[src/rtl/huffman_tree_param_pkg.sv]
`default_nettype none
// ============================================================================
//  Module      : huffman_tree_param_pkg
//  Description : Shared FSM encodings, node-table layout and clog2 helper for
//                the Huffman tree builder.
//  Revision    : 1.0 - initial release
// ============================================================================
package huffman_tree_param_pkg;

    localparam logic [2:0] c_ST_IDLE  = 3'd0;
    localparam logic [2:0] c_ST_LOAD  = 3'd1;
    localparam logic [2:0] c_ST_SCAN  = 3'd2;
    localparam logic [2:0] c_ST_MERGE = 3'd3;
    localparam logic [2:0] c_ST_DONE  = 3'd4;

    // Leaves occupy slots [0, NUM_SYM); internal nodes follow from NUM_SYM.
    localparam int c_LEAF_BASE = 0;

    function automatic int internal_base(input int num_sym);
        return num_sym;
    endfunction

    function automatic int clog2(input int value);
        int r;
        int v;
        r = 0;
        v = value - 1;
        while (v > 0) begin
            r = r + 1;
            v = v >> 1;
        end
        return r;
    endfunction

endpackage : huffman_tree_param_pkg
`default_nettype wire

[src/rtl/huffman_tree_param_min2_scan.sv]
`default_nettype none
// ============================================================================
//  Module      : huffman_tree_param_min2_scan
//  Description : Running two-minimum tracker; outputs include the current
//                input so the caller sees the result on the final slot cycle.
//  Revision    : 1.0 - initial release
// ============================================================================
module huffman_tree_param_min2_scan
    import huffman_tree_param_pkg::*;
#(
    parameter int IW = 5,
    parameter int WW = 13
)(
    input  logic          clk,
    input  logic          rst,
    input  logic          i_clear,
    input  logic          i_valid,
    input  logic [IW-1:0] i_idx,
    input  logic [WW-1:0] i_weight,
    output logic [IW-1:0] o_min1_idx,
    output logic [WW-1:0] o_min1_weight,
    output logic          o_min1_valid,
    output logic [IW-1:0] o_min2_idx,
    output logic [WW-1:0] o_min2_weight,
    output logic          o_min2_valid
);

    logic [IW-1:0] r_min1_idx,    r_min2_idx;
    logic [WW-1:0] r_min1_weight, r_min2_weight;
    logic          r_min1_valid,  r_min2_valid;

    logic [IW-1:0] w_min1_idx,    w_min2_idx;
    logic [WW-1:0] w_min1_weight, w_min2_weight;
    logic          w_min1_valid,  w_min2_valid;

    // Strict '<' with ascending slot order keeps ties on the lower slot.
    always_comb begin
        w_min1_idx    = r_min1_idx;
        w_min1_weight = r_min1_weight;
        w_min1_valid  = r_min1_valid;
        w_min2_idx    = r_min2_idx;
        w_min2_weight = r_min2_weight;
        w_min2_valid  = r_min2_valid;
        if (i_valid) begin
            if (!r_min1_valid || (i_weight < r_min1_weight)) begin
                w_min2_idx    = r_min1_idx;
                w_min2_weight = r_min1_weight;
                w_min2_valid  = r_min1_valid;
                w_min1_idx    = i_idx;
                w_min1_weight = i_weight;
                w_min1_valid  = 1'b1;
            end else if (!r_min2_valid || (i_weight < r_min2_weight)) begin
                w_min2_idx    = i_idx;
                w_min2_weight = i_weight;
                w_min2_valid  = 1'b1;
            end
        end
    end

    always_ff @(posedge clk) begin
        if (rst || i_clear) begin
            r_min1_idx    <= '0;
            r_min1_weight <= '0;
            r_min1_valid  <= 1'b0;
            r_min2_idx    <= '0;
            r_min2_weight <= '0;
            r_min2_valid  <= 1'b0;
        end else begin
            r_min1_idx    <= w_min1_idx;
            r_min1_weight <= w_min1_weight;
            r_min1_valid  <= w_min1_valid;
            r_min2_idx    <= w_min2_idx;
            r_min2_weight <= w_min2_weight;
            r_min2_valid  <= w_min2_valid;
        end
    end

    assign o_min1_idx    = w_min1_idx;
    assign o_min1_weight = w_min1_weight;
    assign o_min1_valid  = w_min1_valid;
    assign o_min2_idx    = w_min2_idx;
    assign o_min2_weight = w_min2_weight;
    assign o_min2_valid  = w_min2_valid;

endmodule : huffman_tree_param_min2_scan
`default_nettype wire

[src/rtl/huffman_tree_param.sv]
`default_nettype none
// ============================================================================
//  Module      : huffman_tree_param
//  Description : Huffman tree builder by repeated two-minimum merges over a
//                (2*NUM_SYM-1)-slot node table. Define SKIP_ZERO_EN to drop
//                zero-count leaves from the tree.
//  Revision    : 1.0 - initial release
// ============================================================================
module huffman_tree_param
    import huffman_tree_param_pkg::*;
#(
    parameter int NUM_SYM = 10,
    parameter int CNT_W   = 9,
    parameter int IW      = clog2(2*NUM_SYM-1),
    parameter int WW      = CNT_W + clog2(NUM_SYM)
)(
    input  logic             Clk_in,
    input  logic             Rst,
    input  logic             Start_tree,
    input  logic             Sym_valid,
    output logic             Sym_ready,
    input  logic [CNT_W-1:0] Sym_cnt,
    output logic             Busy,
    output logic             Done,
    output logic             Err_empty,
    output logic [IW-1:0]    Node_cnt,
    output logic [IW-1:0]    Root,
    output logic [IW-1:0]    M1,
    output logic [IW-1:0]    M2,
    input  logic [IW-1:0]    Rd_addr,
    output logic [IW-1:0]    Rd_left,
    output logic [IW-1:0]    Rd_right,
    output logic [WW-1:0]    Rd_weight
);

    localparam int            c_SLOTS     = 2*NUM_SYM - 1;
    localparam logic [IW-1:0] c_LEAF0     = IW'(c_LEAF_BASE);
    localparam logic [IW-1:0] c_INT_BASE  = IW'(internal_base(NUM_SYM));
    localparam logic [IW-1:0] c_LAST_LEAF = IW'(NUM_SYM - 1);
    localparam logic [IW-1:0] c_LAST_SLOT = IW'(c_SLOTS - 1);
    localparam logic [IW-1:0] c_LAST_NODE = IW'(NUM_SYM - 2);

    logic [2:0]         r_state, w_state_nxt;
    logic [IW-1:0]      r_load_idx, r_scan_idx, r_node_cnt;
    logic [IW-1:0]      r_root, r_m1, r_m2;
    logic               r_err_empty;
    logic [c_SLOTS-1:0] r_active;
    logic [WW-1:0]      r_weight [c_SLOTS];
    logic [IW-1:0]      r_left   [c_SLOTS];
    logic [IW-1:0]      r_right  [c_SLOTS];

    logic               w_sym_ready, w_busy, w_done;
    logic               w_accept, w_leaf_active;
    logic               w_scan_valid, w_scan_clear, w_scan_last, w_two;
    logic [IW-1:0]      w_merge_slot, w_rd_slot;
    logic               w_rd_ok;
    logic [IW-1:0]      w_min1_idx, w_min2_idx;
    logic [WW-1:0]      w_min1_weight, w_min2_weight;
    logic               w_min1_valid, w_min2_valid;

`ifdef SKIP_ZERO_EN
    assign w_leaf_active = |Sym_cnt;
`else
    assign w_leaf_active = 1'b1;
`endif

    assign w_accept     = (r_state == c_ST_LOAD) && Sym_valid;
    assign w_scan_valid = (r_state == c_ST_SCAN) && r_active[r_scan_idx];
    assign w_scan_clear = (r_state != c_ST_SCAN);
    assign w_scan_last  = (r_scan_idx == c_LAST_SLOT);
    assign w_two        = w_min1_valid && w_min2_valid;
    assign w_merge_slot = c_INT_BASE + r_node_cnt;

    huffman_tree_param_min2_scan #(
        .IW (IW),
        .WW (WW)
    ) u_min2_scan (
        .clk           (Clk_in),
        .rst           (Rst),
        .i_clear       (w_scan_clear),
        .i_valid       (w_scan_valid),
        .i_idx         (r_scan_idx),
        .i_weight      (r_weight[r_scan_idx]),
        .o_min1_idx    (w_min1_idx),
        .o_min1_weight (w_min1_weight),
        .o_min1_valid  (w_min1_valid),
        .o_min2_idx    (w_min2_idx),
        .o_min2_weight (w_min2_weight),
        .o_min2_valid  (w_min2_valid)
    );

    always_ff @(posedge Clk_in) begin
        if (Rst) r_state <= c_ST_IDLE;
        else     r_state <= w_state_nxt;
    end

    always_comb begin
        w_state_nxt = r_state;
        w_sym_ready = 1'b0;
        w_busy      = 1'b1;
        w_done      = 1'b0;
        case (r_state)
            c_ST_IDLE: begin
                w_busy = 1'b0;
                if (Start_tree) w_state_nxt = c_ST_LOAD;
            end
            c_ST_LOAD: begin
                w_sym_ready = 1'b1;
                if (w_accept && (r_load_idx == c_LAST_LEAF)) w_state_nxt = c_ST_SCAN;
            end
            c_ST_SCAN: begin
                // Tracker outputs already include the last slot here.
                if (w_scan_last) w_state_nxt = w_two ? c_ST_MERGE : c_ST_DONE;
            end
            c_ST_MERGE: w_state_nxt = c_ST_SCAN;
            c_ST_DONE: begin
                w_done      = 1'b1;
                w_state_nxt = c_ST_IDLE;
            end
            default: begin
                w_busy      = 1'b0;
                w_state_nxt = c_ST_IDLE;
            end
        endcase
    end

    always_ff @(posedge Clk_in) begin
        if (Rst || ((r_state == c_ST_IDLE) && Start_tree)) begin
            r_load_idx  <= '0;
            r_scan_idx  <= '0;
            r_node_cnt  <= '0;
            r_root      <= '0;
            r_m1        <= '0;
            r_m2        <= '0;
            r_err_empty <= 1'b0;
            r_active    <= '0;
            for (int i = 0; i < c_SLOTS; i++) begin
                r_weight[i] <= '0;
                r_left[i]   <= '0;
                r_right[i]  <= '0;
            end
        end else begin
            case (r_state)
                c_ST_LOAD: begin
                    if (Sym_valid) begin
                        r_weight[c_LEAF0 + r_load_idx] <= WW'(Sym_cnt);
                        r_active[c_LEAF0 + r_load_idx] <= w_leaf_active;
                        r_load_idx                     <= r_load_idx + 1'b1;
                    end
                end
                c_ST_SCAN: begin
                    r_scan_idx <= w_scan_last ? '0 : r_scan_idx + 1'b1;
                    if (w_scan_last && !w_two) begin
                        r_root      <= w_min1_valid ? w_min1_idx : '0;
                        r_err_empty <= (r_node_cnt == '0);
                    end
                end
                c_ST_MERGE: begin
                    r_weight[w_merge_slot] <= w_min1_weight + w_min2_weight;
                    r_left[w_merge_slot]   <= w_min1_idx;
                    r_right[w_merge_slot]  <= w_min2_idx;
                    r_active[w_min1_idx]   <= 1'b0;
                    r_active[w_min2_idx]   <= 1'b0;
                    r_active[w_merge_slot] <= 1'b1;
                    r_m1                   <= w_min1_idx;
                    r_m2                   <= w_min2_idx;
                    r_node_cnt             <= r_node_cnt + 1'b1;
                end
                default: ;
            endcase
        end
    end

    assign w_rd_ok   = (Rd_addr <= c_LAST_NODE);
    assign w_rd_slot = c_INT_BASE + Rd_addr;
    assign Rd_left   = w_rd_ok ? r_left[w_rd_slot]   : '0;
    assign Rd_right  = w_rd_ok ? r_right[w_rd_slot]  : '0;
    assign Rd_weight = w_rd_ok ? r_weight[w_rd_slot] : '0;

    assign Sym_ready = w_sym_ready;
    assign Busy      = w_busy;
    assign Done      = w_done;
    assign Err_empty = r_err_empty;
    assign Node_cnt  = r_node_cnt;
    assign Root      = r_root;
    assign M1        = r_m1;
    assign M2        = r_m2;

endmodule : huffman_tree_param
`default_nettype wire

[config.mk]
export PLATFORM = sky130hd
export DESIGN_NAME = huffman_tree_param
export DESIGN_NICKNAME = d
export VERILOG_FILES = /design/src/rtl/huffman_tree_param_pkg.sv /design/src/rtl/huffman_tree_param_min2_scan.sv /design/src/rtl/huffman_tree_param.sv
export SDC_FILE = /design/constraint.sdc
export NUM_CORES = 1
export LEC_CHECK = 0
export BUFFER_PORTS_ARGS = -buffer_cell sky130_fd_sc_hd__buf_2
export CAP_MARGIN = 10
export CELL_PAD_IN_SITES_DETAIL_PLACEMENT = 1
export CELL_PAD_IN_SITES_GLOBAL_PLACEMENT = 1
export CORE_MARGIN = 2
export CORE_UTILIZATION = 35
export DETAILED_ROUTE_END_ITERATION = 16
export HOLD_SLACK_MARGIN = 0.08
export PLACE_DENSITY_LB_ADDON = 0.12
export SYNTH_ARGS = -nofsm -noshare
export SYNTH_HDL_FRONTEND = slang
export SYNTH_SLANG_ARGS = --single-unit
[constraint.sdc]
create_clock -name Clk_in -period 7.8 [get_ports Clk_in]
set_clock_uncertainty 0.1 [all_clocks]
set_input_delay 1.56 -clock Clk_in [delete_from_list [all_inputs] [get_ports Clk_in]]
set_output_delay 1.56 -clock Clk_in [all_outputs]
set_load 0.005 [all_outputs]
* Yosys cells after proc, flatten, opt, wreduce, memory -nomap -nowiden
Memory sizes are Yosys's and may differ from the RTL's. A register that Yosys moved wholly into a read port is not among the register bits.
Index checks and enable logic that the tools add are counted.
** Cells by class
- Order comparisons :: 12
- Eq/ne operators :: 11
- Add/sub/neg operators :: 6
- Reductions and logical operators :: 29
- Muxes and demuxes :: 63
- Bitwise operators :: 6
** Operators by type and width (count)
- 13-bit two-way mux :: 8
- 5-bit two-way mux :: 17
- 19-bit bitwise AND :: 2
- 19-bit inverter :: 2
- 19-bit OR :: 2
- 19-bit one-hot mux with 2 select lines :: 1
- 5-bit by 6-bit < comparator with 1-bit output, second input constant :: 5
- 13-bit < comparator :: 2
- 1-bit two-way mux :: 26
- 13-bit OR reduction :: 2
- 1-bit demux with 5-bit select :: 4
- 5-bit by 1-bit greater-or-equal comparator with 1-bit output, second input constant :: 4
- 19-bit two-way mux :: 1
- 5-bit by 1-bit adder with 5-bit output, second input constant :: 3
- 13-bit adder :: 1
- 3-bit two-way mux :: 4
- 3-bit one-hot mux with 4 select lines :: 1
- 4-bit by 5-bit adder with 5-bit output, first input constant :: 2
- 1-bit logical AND :: 10
- 5-bit OR reduction :: 2
- 3-bit by 2-bit equality test with 1-bit output, second input constant :: 2
- 2-bit != test, second input constant :: 3
- 2-bit AND reduction :: 3
- 1-bit binary-select mux with 5-bit select :: 1
- 14 further kinds :: 19
** Storage, ports and cells
- Memory bits (writable) :: 437
- Input port bits :: 18
- Memories kept :: 3
- Register bits after elaboration :: 91
- Output and inout port bits :: 47
** Memory list
- r_weight :: words 19, bits a word 13, read ports 2, clocked after Yosys merged registers in 1, write ports 19, RTL line huffman_tree_param.sv:48 : logic [WW-1:0] r_weight [c_SLOTS];
- r_left :: words 19, bits a word 5, read ports 1, clocked after Yosys merged registers in 0, write ports 19, RTL line huffman_tree_param.sv:49 : logic [IW-1:0] r_left [c_SLOTS];
- r_right :: words 19, bits a word 5, read ports 1, clocked after Yosys merged registers in 0, write ports 19, RTL line huffman_tree_param.sv:50 : logic [IW-1:0] r_right [c_SLOTS];

* Longest topological paths before layout
Gate-level depths: netlist of run 1.
- Depth in word-level cells :: 13
- Mapped depth :: 30
- Depth with buffers taken out :: 24

* Modules after synthesis
From an unflattened synthesis of run 1, not the netlist that was laid out.
** Unflattened totals
- Cells, all modules :: 2735
- Area, all modules :: 40218.6 um2
** Modules (own cells, without submodules)
- huffman_tree_param :: times used 1, seq. area each 23032.1 um2, cells an instance 2446, area each 37592.3 um2
- huffman_tree_param_min2_scan :: times used 1, seq. area each 760.7 um2, cells an instance 289, area each 2626.3 um2

* Worst setup path after synthesis of run 1
No wires, ideal clock.
- Path type :: register to register
- Start :: register with a tool-made name
- End :: memory r_weight[17][12] (data pin)
- Arrival time :: 6.929 ns
- Cell stages (with the launch flop) :: 30
- Required time :: 7.400 ns
- Slack :: 0.472 ns
- Library setup time :: 0.300 ns
- Cells stage by stage :: dfxtp_1 > clkbuf_1 > clkbuf_1 > buf_2 > mux4_2 > mux4_2 > mux2_2 > ha_1 > a21o_1 > a21oi_1 > a2111oi_0 > o21a_1 > nor2_1 > buf_2 > clkbuf_1 > nand2_1 > o21ai_0 > ha_1 > inv_1 > fa_1 > nor2b_1 > o21a_1 > o21ai_0 > a21oi_1 > a211oi_1 > nor2_1 > and4_1 > a211oi_1 > clkbuf_1 > inv_1
** RTL lines (RTL line)
- end: declaration :: huffman_tree_param.sv:48

==> flow_summary_export.csv, run 1 <==
group,metric,value,unit
yosys,synth_top_family_by_area,"multiplexers",
run,maxCapViolations,0,
die,rows,124,
die,die_h,343,µm
sta,finalCritPeriodShare,0.935,
sta,worstMarginPinSlew,1.24,ns
global_route,grt.overflow.total,0,
finish,drive_above_1_share,0.255,
clock_tree,numCtsBuffers,98,
sta,relSlewSlack,0.170,
finish,areaGrowthSynthToFinish,14.7,%
die,design.portCount,65,
yosys,synthAdderAreaFrac,0.0154,
yosys,postSynthCellCount,2818,
sta,fmax,137,MHz
worst_setup_path,arrival,7.57,ns
worst_setup_path,cp.required,8.08,ns
sta,hold_viol,0,
yosys,synth_mux_area_frac,0.211,
routing,drt-total-wl,139000,µm
status,outcome,"finished, final reports clean",
clock_tree,holdBufCountCts,0,
yosys,synth-simple-area-share,0.0949,
clock_tree,clkTransAtPathRegs,0.06,ns
routing,drc,0,
worst_setup_path,endpoint_kind,"register",
routing,dr_total_vias,25835,
yosys,synthDistinctLibCells,74,
clock_tree,worstSkewPairLatency,0.69,ns
routing,drt-initial-drc-count,2279,
yosys,synth_edf_count,713,
sta,tns,0,ns
worst_setup_path,critical_path.max_fanout,45,
sta,rsz0062_at_grt,"false",
sta,slew_viol_final,0,
yosys,yosysWarnings,0,
power_and_ir_drop,power.total,10.9,mW
yosys,syn_area_per_cell,14.3,µm²
finish,fill_cells,11707,
die,dieArea,118000,µm²
routing,wl_per_cell,30.8,µm
placement,gp_congestion,0.821,
die,die_w,343,µm
sta,finalCriticalPeriod,7.29,ns
yosys,postSynthNetCount,2885,
yosys,yosys.area_share.xor_xnor,0.00478,
power_and_ir_drop,p_per_area,237,nW/µm²
clock_tree,cts_max_path_buffers,3,
routing,drt_first_pass_iters,5,
yosys,ys_seq_area_frac,0.591,
die,fp.coreArea,114000,µm²
placement,placed_cells,4308,
sta,setup_viol,0,
power_and_ir_drop,power.leakage,15.7,nW
finish,finalNetCount,2968,
yosys,synth_flop_cell,"edfxtp_1",
global_route,first_global_vias,27778,
global_route,grt_pass1_wl,201000,µm
finish,final_common_cell,"edfxtp_1",
yosys,synth_area,40300,µm²
worst_setup_path,crit_type,"register to register",
clock_tree,cts_root_buffer,"clkbuf_16",
finish,finish.utilization,0.405,
global_route,track_usage,0.237,
worst_hold_path,min_path_type,"register to register",
yosys,synth-seq-cells,832,
clock_tree,cts_tree,"done",
placement,dpl_cell_area,42700,µm²
finish,postLayoutCellArea,46200,µm²
power_and_ir_drop,peakVddDrop,0.186,mV
finish,final-instance-count-excl-fill,4500,
routing,ant_nets,0,
worst_setup_path,start_kind,"register",
global_route,grt_max_degree,89,
global_route,grt_antenna_before_repair,0,
routing,routed_via_density,5.74,
placement,dp_hpwl,88800,µm
clock_tree,htreeDepth,3,
die,initial_utilization,0.353,
clock_tree,cts_sinks,832,
finish,mostFrequentLayoutCells,"edfxtp_1, nor2_1, mux4_2",
yosys,synth_compound_area_frac,0.0501,
yosys,async_flop_share,0,
placement,io_buffers,64,
[critical path, cell delays in order, from the launching register on]
cell and delay (ns):
dfxtp_4 0.40, buf_16 0.31, mux4_2 0.56, mux4_2 0.55, mux2_2 0.39, ha_1 0.34, a21o_1 0.17, a21o_1 0.19
a21oi_1 0.17, nand4_1 0.15, o211a_1 0.35, nor3_1 0.21, a21oi_1 0.08, a21oi_1 0.33, inv_1 0.09, ha_1 0.31
a21o_1 0.17, a21oi_1 0.26, o21bai_1 0.10, a21oi_1 0.26, o21bai_1 0.15, a2111oi_0 0.35, or3b_2 0.22, mux2i_2 0.22
buf_6 0.24, clkinvlp_4 0.22
[flip-flops by register name (all words and copies together), names as in the netlist, named ones only]
name,count
u_min2_scan.r_min2_valid,1
r_state,3
M1,5
r_weight,416
u_min2_scan.r_min1_valid,1
r_right,160
M2,5
u_min2_scan.r_min1_weight,13
u_min2_scan.r_min1_idx,5
r_scan_idx,5
u_min2_scan.r_min2_weight,13
r_active,19
u_min2_scan.r_min2_idx,5
r_left,160
Err_empty,1
Root,5
Node_cnt,5
r_load_idx,5
[cells in the mapped netlist (41+ instances only)]
master	n	area (µm²)
a21oi_1	80	400
o21ai_0	65	325
buf_2	41	205
nor2_1	494	1850
nand2_1	186	698
edfxtp_1	713	21400
clkbuf_1	136	510
nand3_1	44	220
dfxtp_1	119	2380
ha_1	48	601
mux4_2	356	8020
inv_1	108	405
[cell families after synthesis]
kind of cell	after synthesis
AND/OR/NAND/NOR	886
XOR/XNOR	22
flip-flops	832
multiplexers	399
buffers and inverters	322
AO/OA/AOI/OAI	308
adder cells (fa/ha/maj)	49
[power breakdown]
group / total [mW] / internal (mW) / switching [mW]
registers: 5.14 / 5.04 / 0.100
logic: 0.995 / 0.397 / 0.598
clock network: 4.81 / 2.88 / 1.93
[worst paths after layout]
| path | endpoint | depth (start not counted) | startpoint | slack [ns] |
|---|---|---|---|---|
| min reg2reg | M1[3]$_SDFFE_PP0P_ | 2 | M1[3]$_SDFFE_PP0P_ | 0.35 |
| min | M1[3]$_SDFFE_PP0P_ | 2 | M1[3]$_SDFFE_PP0P_ | 0.35 |
| max | r_weight[30][11]$_DFFE_PP_ | 25 | register | 0.51 |
| max reg2reg | r_weight[30][11]$_DFFE_PP_ | 25 | register | 0.51 |
[stage by stage]
| stage | hold WS [ns] | setup WS [ns] |
|---|---|---|
| 3_5_place_dp | 0.335 | 0.323 |
| 5_1_grt | 0.366 | 0.0376 |
| 4_1_cts | 0.348 | 0.279 |
| 2_1_floorplan | 0.333 | 0.472 |
| 6_report | 0.345 | 0.509 |
| 3_3_place_gp | 0.329 | 0.410 |
[metal layers]
| layer | track usage | wire length, µm | vias up |
|---|---|---|---|
| li1 | - | - | 10965 |
| met1 | 0.311 | 58100 | 13909 |
| met2 | 0.406 | 69400 | 727 |
| met3 | 0.0329 | 6280 | 234 |
| met4 | 0.0801 | 4890 | 0 |
| met5 | 0 | 0 | - |
[final cells by class]
class                           count  area (µm²)  share of cell area
Multi-Input combinational cell   1664       15200               0.330
Inverter                          108         417             0.00902
Antenna cell                        1        2.50           0.0000542
Clock buffer                      137        2690              0.0583
Tap cell                         1512        1890              0.0410
Timing Repair Buffer              195        1470              0.0318
Sequential cell                   832       23800               0.515
Timing Repair inverter              2        15.0            0.000325
Clock inverter                     49         663              0.0144
[timing repair]
action,4_1_cts,5_1_grt
setup endpoints to repair,0,73
buffers inserted,0,3
endpoints found under the hold margin,0,0
gates resized for setup,0,16
Power figures use the tool's default switching activity.
==> inputs of run 2 (changes only) <==
- SYNTH_HIERARCHICAL: default -> 1
==> run 2 against run 1 <==
Non-clock buffer count fell by 11. Combinational power fell by 38%. Final cell count fell by 2.5%. Power fell by 6.4%. Maximum frequency rose by 2.1%. Register-to-register slack improved by 0.15 ns. First-iteration DRC count fell by 7.0%. Via count fell by 2.3%. Flip-flop and latch count did not move. Utilization fell by 0.31 points.
==> flow_summary_export.csv, run 2 <==
group,metric,value,unit
clock_tree,clkTransAtPathRegs,0.06,ns
clock_tree,htreeDepth,3,
global_route,grt.overflow.total,0,
sta,setup_viol,0,
clock_tree,cts_root_buffer,"clkbuf_16",
worst_setup_path,reg2reg_slack,0.66,ns
worst_setup_path,r2r_end,"r_weight[28][8]$_DFFE_PP_",
sta,finalCriticalPeriod,7.14,ns
routing,dr_total_vias,25252,
clock_tree,cts_tree,"done",
finish,drive_above_1_share,0.262,
global_route,grt_antenna_before_repair,2,
status,outcome,"finished, final reports clean",
finish,final_common_cell,"edfxtp_1",
power_and_ir_drop,peakVddDrop,0.165,mV
clock_tree,holdBufCountCts,0,
routing,ant_nets,0,
routing,drc,0,
yosys,yosys.area.top_type,"edfxtp_1",
yosys,synthDistinctLibCells,77,
yosys,synth_edf_count,713,
finish,largest_reg_flops,416,
worst_setup_path,arrival,7.41,ns
sta,hold_viol,0,
yosys,synthTopCellsByCount,"edfxtp_1, nor2_1, mux4_2, nand2_1, clkbuf_1",
run,maxCapViolations,0,
finish,finish.utilization,0.401,
die,die_w,343,µm
worst_setup_path,reg2regPathDepth,21,
power_and_ir_drop,clockPowerShare,0.453,
power_and_ir_drop,switching_share,0.228,
sta,finalCritPeriodShare,0.916,
yosys,yosysWarnings,6,
routing,drt-total-wl,132000,µm
sta,fmax,140,MHz
worst_setup_path,crit_type,"register to register",
worst_setup_path,cp.required,8.07,ns
power_and_ir_drop,power_switching,2.34,mW
placement,placed_cells,4207,
finish,postLayoutCellArea,45800,µm²
yosys,async_flop_share,0,
placement,gp_congestion,0.810,
power_and_ir_drop,power.total,10.3,mW
finish,top_regs,"r_weight (416), r_left (160), r_right (160)",
die,dieArea,118000,µm²
clock_tree,cts_max_path_buffers,3,
global_route,track_usage,0.225,
global_route,grt_max_degree,116,
finish,max_flop_register,"r_weight",
worst_hold_path,hp-start,"M1[2]$_SDFFE_PP0P_",
die,fp.coreArea,114000,µm²
placement,dpl_cell_area,42600,µm²
yosys,synth_flop_cell,"edfxtp_1",
power_and_ir_drop,power_frac_comb,0.060,
sta,tns,0,ns
finish,final-instance-count-excl-fill,4387,
worst_hold_path,min_path_type,"register to register",
sta,worstMarginPinSlew,1.25,ns
placement,dp_hpwl,85900,µm
global_route,first_global_vias,27075,
yosys,netlist.area_leader.share,0.532,
die,design.portCount,65,
clock_tree,cts_resized,0,
routing,routed_via_density,5.76,
power_and_ir_drop,p_per_area,224,nW/µm²
power_and_ir_drop,power.leakage,15.0,nW
finish,finalNetCount,2860,
yosys,synth-seq-cells,832,
worst_hold_path,hold_end,"M1[2]$_SDFFE_PP0P_",
die,rows,124,
clock_tree,numCtsBuffers,96,
clock_tree,cts_setup_buffers,0,
die,initial_utilization,0.352,
clock_tree,cts_sinks,832,
yosys,synth_area,40200,µm²
finish,fill_cells,11628,
yosys,postSynthNetCount,2802,
routing,wl_per_cell,30.2,µm
clock_tree,worstSkewPairLatency,0.70,ns
yosys,synth.area.top_cells,"edfxtp_1, mux4_2, dfxtp_1",
sta,slew_viol_final,0,
routing,drt_first_pass_iters,5,
finish,areaGrowthSynthToFinish,14.0,%
power_and_ir_drop,p_seq_frac,0.487,
finish,mostFrequentLayoutCells,"edfxtp_1, nor2_1, mux4_2",
routing,drt-initial-drc-count,2119,
sta,relSlewSlack,0.167,
yosys,ys_seq_area_frac,0.592,
worst_setup_path,start_kind,"register",
worst_setup_path,critical_path.max_fanout,37,
worst_hold_path,hold_depth,2,
global_route,grt_pass1_wl,193000,µm
placement,io_buffers,64,
power_and_ir_drop,p_int,7.91,mW
finish,n_antenna_cell,0,
worst_setup_path,endpoint_kind,"register",
yosys,postSynthCellCount,2735,
yosys,syn_area_per_cell,14.7,µm²
sta,rsz0062_at_grt,"false",
die,die_h,343,µm
yosys,yosysMostFrequentCell,"edfxtp_1",
[run 2: cell types whose count changed after synthesis, moves of 16 or more]
cell / change
nor2_1: -60
a21oi_1: -24
o211ai_1: -17
buf_1: -16
a31oi_1: +19
and3_1: +22
nor2b_1: -19
nand2_1: -19
a32oi_1: +22
o22a_1: +22
inv_1: -49
o21ai_0: -17
and2_1: +23
mux2i_1: +50
[run 2: logic make-up after synthesis]
logic type / Yosys count / synth area share
flops: 832 / 0.592
buf+inv: 283 / 0.0303
mux: 449 / 0.220
compound gates: 290 / 0.0498
simple gates: 810 / 0.0879
fa+ha+maj: 49 / 0.0154
xor+xnor: 22 / 0.00479
[run 2: area by class of cell]
| class | instances | area, µm² | share of cell area |
|---|---|---|---|
| clock buffers | 131 | 2620 | 0.0572 |
| well taps | 1512 | 1890 | 0.0413 |
| repair buffers | 184 | 1320 | 0.0287 |
| inverters | 59 | 221 | 0.00483 |
| flip-flops and latches | 832 | 23800 | 0.519 |
| clock inverters | 49 | 614 | 0.0134 |
| multi-input cells | 1620 | 15400 | 0.335 |
[run 2: power by group through the flow]
stage,logic [mW],clock network (mW),registers [mW]
final,0.616,4.65,4.99
after global routing,0.656,4.90,5.00
after CTS,0.631,4.74,4.99
after detailed placement,0.630,0,5.08
after global placement,0.626,0,5.07
after floorplan,0.398,0,5.05
[run 2: per-layer routing]
metal | global-route usage | vias up | routed length, µm | share of wire
met1 | 0.288 | 13596 | 54700 | 0.41
li1 | - | 10765 | - | -
met4 | 0.0709 | 0 | 3850 | 0.029
met3 | 0.0290 | 172 | 5560 | 0.042
met2 | 0.396 | 719 | 68200 | 0.52
met5 | 0 | - | 0 | 0
[run 2: worst max path at each step]
stage	from	to	slack [ns]	cells after the start
CTS	register	r_weight[27][12]$_DFFE_PP_	0.63	21
floorplan	register	r_weight[17][11]$_DFFE_PP_	1.26	21
finish	register	r_weight[28][8]$_DFFE_PP_	0.66	21
global placement	register	r_weight[28][8]$_DFFE_PP_	0.81	21
detailed placement	register	r_weight[28][8]$_DFFE_PP_	0.70	21
global route	register	r_weight[28][8]$_DFFE_PP_	0.30	20
[run 2: stage by stage]
step	setup WS [ns]	hold WS, ns
floorplan	1.26	0.339
global placement	0.808	0.329
detailed placement	0.698	0.335
CTS	0.632	0.346
global route	0.301	0.380
finish	0.656	0.344
[run 2: worst max-delay path: stages, from the launching register on]
cell	delay [ns]
dfxtp_4	0.52
buf_12	0.32
buf_4	0.26
mux4_2	0.53
mux4_2	0.48
mux2_2	0.35
ha_1	0.33
and4_1	0.21
nand2_1	0.10
o31ai_4	0.24
buf_4	0.39
mux2i_1	0.28
o21ai_0	0.11
ha_1	0.23
fa_1	0.42
a21o_1	0.22
a221oi_1	0.57
o21ai_0	0.22
xor2_1	0.18
a22oi_2	0.13
buf_4	0.31
inv_1	0.24
==> inputs of run 3 (changes only) <==
- CELL_PAD_IN_SITES_DETAIL_PLACEMENT: 1 -> default
- CELL_PAD_IN_SITES_GLOBAL_PLACEMENT: 1 -> default
- GPL_TIMING_DRIVEN: default -> 0
- TNS_END_PERCENT: default -> 10
==> run 3 against run 2 <==
Sequential share of layout area is 0.33 points lower. Largest power group unchanged. Final cell count is 2.8% higher. Clock power down 3%. Power decreased by 0.87%. Wire length grew 1.9%. Clock-buffer cell count fell by 9. Cell area rose by 0.60%. Maximum frequency decreased by 6.3%. Register-to-register slack lost 0.48 ns.
==> flow_summary_export.csv, run 3 (same netlist as run 2, synthesis figures left out) <==
group,metric,value,unit
sta,relSlewSlack,0.150,
clock_tree,cts_sinks,832,
worst_setup_path,arrival,7.88,ns
worst_setup_path,crit_path_frequent_cell,"buf_6",
die,initial_utilization,0.352,
worst_setup_path,start_kind,"register",
worst_setup_path,max_stage_delay,0.52,ns
global_route,track_usage,0.229,
sta,slew_viol_final,0,
worst_setup_path,critPathSlowestCell,"mux4_2",
global_route,grt_pass1_wl,192000,µm
sta,rsz0062_at_grt,"true",
clock_tree,cts_root_buffer,"clkbuf_16",
finish,max_flop_register,"r_weight",
power_and_ir_drop,p_per_area,220,nW/µm²
die,die_w,343,µm
sta,finalCriticalPeriod,7.63,ns
clock_tree,numCtsBuffers,93,
finish,drive_above_1_share,0.245,
sta,setup_viol,0,
global_route,grt_max_degree,16,
worst_setup_path,reg2regPathDepth,25,
worst_hold_path,min_path_type,"register to register",
sta,hold_viol,0,
finish,mostFrequentLayoutCells,"edfxtp_1, nor2_1, mux4_2",
finish,top_regs,"r_weight (416), r_left (160), r_right (160)",
clock_tree,cts_tree,"done",
finish,areaGrowthSynthToFinish,14.6,%
placement,placed_cells,4335,
clock_tree,htreeDepth,3,
placement,dpl_cell_area,42800,µm²
finish,largest_reg_flops,416,
routing,dr_total_vias,26050,
routing,ant_nets,0,
die,die_h,343,µm
die,rows,124,
finish,finish.utilization,0.404,
placement,gp_congestion,0.851,
worst_setup_path,cp.required,8.05,ns
sta,finalCritPeriodShare,0.978,
finish,n_antenna_cell,0,
routing,wl_per_cell,29.9,µm
routing,drt_first_pass_iters,6,
sta,worstMarginPinSlew,1.28,ns
sta,holdWs,0.348,ns
die,fp.coreArea,114000,µm²
global_route,first_global_vias,26838,
global_route,grt.overflow.total,0,
worst_setup_path,r2r_end,"r_weight[31][10]$_DFFE_PP_",
clock_tree,worstSkewPairLatency,0.69,ns
finish,fill_cells,10705,
power_and_ir_drop,power.leakage,15.1,nW
finish,final_common_cell,"edfxtp_1",
global_route,grt_antenna_before_repair,1,
status,outcome,"finished, final reports clean",
clock_tree,holdBufCountCts,0,
worst_setup_path,endpoint_kind,"register",
placement,io_buffers,63,
placement,dp_hpwl,101000,µm
clock_tree,clkTransAtPathRegs,0.06,ns
worst_setup_path,critical_path.max_fanout,14,
run,maxCapViolations,0,
routing,routed_via_density,5.77,
power_and_ir_drop,peakVddDrop,0.142,mV
routing,drc,0,
worst_setup_path,crit_type,"register to register",
finish,postLayoutCellArea,46100,µm²
finish,finalNetCount,2990,
clock_tree,cts_max_path_buffers,3,
routing,drt-total-wl,135000,µm
worst_setup_path,crit_end,"r_weight[31][10]$_DFFE_PP_",
finish,final-instance-count-excl-fill,4511,
sta,fmax,131,MHz
routing,drt-initial-drc-count,2835,
die,design.portCount,65,
die,dieArea,118000,µm²
worst_setup_path,reg2reg_slack,0.17,ns
run 3: area by class of cell:
type                    count  area (µm²)  area share
flip-flops and latches    832       23800       0.516
multi-input cells        1620       15300       0.332
clock buffers             122        2490      0.0539
well taps                1512        1890      0.0410
plain buffers             221        1060      0.0231
repair buffers             96         726      0.0157
clock inverters            49         608      0.0132
inverters                  59         225     0.00488
run 3: worst min path at each step:
stage | depth (start not counted) | start | slack [ns] | endpoint
after CTS | 2 | M1[4]$_SDFFE_PP0P_ | 0.35 | M1[4]$_SDFFE_PP0P_
after floorplan | 2 | M1[0]$_SDFFE_PP0P_ | 0.34 | M1[0]$_SDFFE_PP0P_
after detailed placement | 2 | M1[4]$_SDFFE_PP0P_ | 0.33 | M1[4]$_SDFFE_PP0P_
final | 2 | M2[3]$_SDFFE_PP0P_ | 0.35 | M2[3]$_SDFFE_PP0P_
after global routing | 2 | M2[2]$_SDFFE_PP0P_ | 0.35 | M2[2]$_SDFFE_PP0P_
after global placement | 2 | M2[1]$_SDFFE_PP0P_ | 0.33 | M2[1]$_SDFFE_PP0P_
run 3: worst max-delay path, delay by kind of cell (launching register included):
family	cells	cell delay (ns)
buffers and inverters	8	2.04
AO/OA/AOI/OAI	6	1.38
multiplexers	3	1.29
adder cells (fa/ha/maj)	3	1.01
AND/OR/NAND/NOR	4	0.77
flip-flops	1	0.45
XOR/XNOR	1	0.26
run 3: where the power goes:
group,switching [mW],internal (mW),total [mW]
logic,0.395,0.254,0.648
clock network,1.88,2.65,4.53
registers,0.0514,4.93,4.98
run 3: metrics by stage:
step           TNS (ns)  worst slack [ns]  total power, mW
6_report              0             0.174             10.2
5_1_grt           -2.50            -0.125             10.4
4_1_cts               0           0.00308             10.2
3_5_place_dp    -409.48             -1.56             5.73
3_3_place_gp    -379.21             -1.45             5.71
2_1_floorplan         0              1.26             5.45
run 3: layer usage:
layer  global-route usage  vias up  wire (µm)  part of all wire
met4               0.0748        0       4230             0.031
met2                0.386     1028      66900              0.50
li1                     -    11031          -                 -
met1                0.302    13802      55600              0.41
met3               0.0363      189       8110             0.060
met5                    0        -          0                 0
run 3: repair_timing:
item / in CTS / in global routing
gates resized for setup: 37 / 21
endpoints found under the hold margin: 0 / 0
pin swaps: 2 / 0
setup endpoints to repair: 532 / 144
setup buffers: 7 / 0
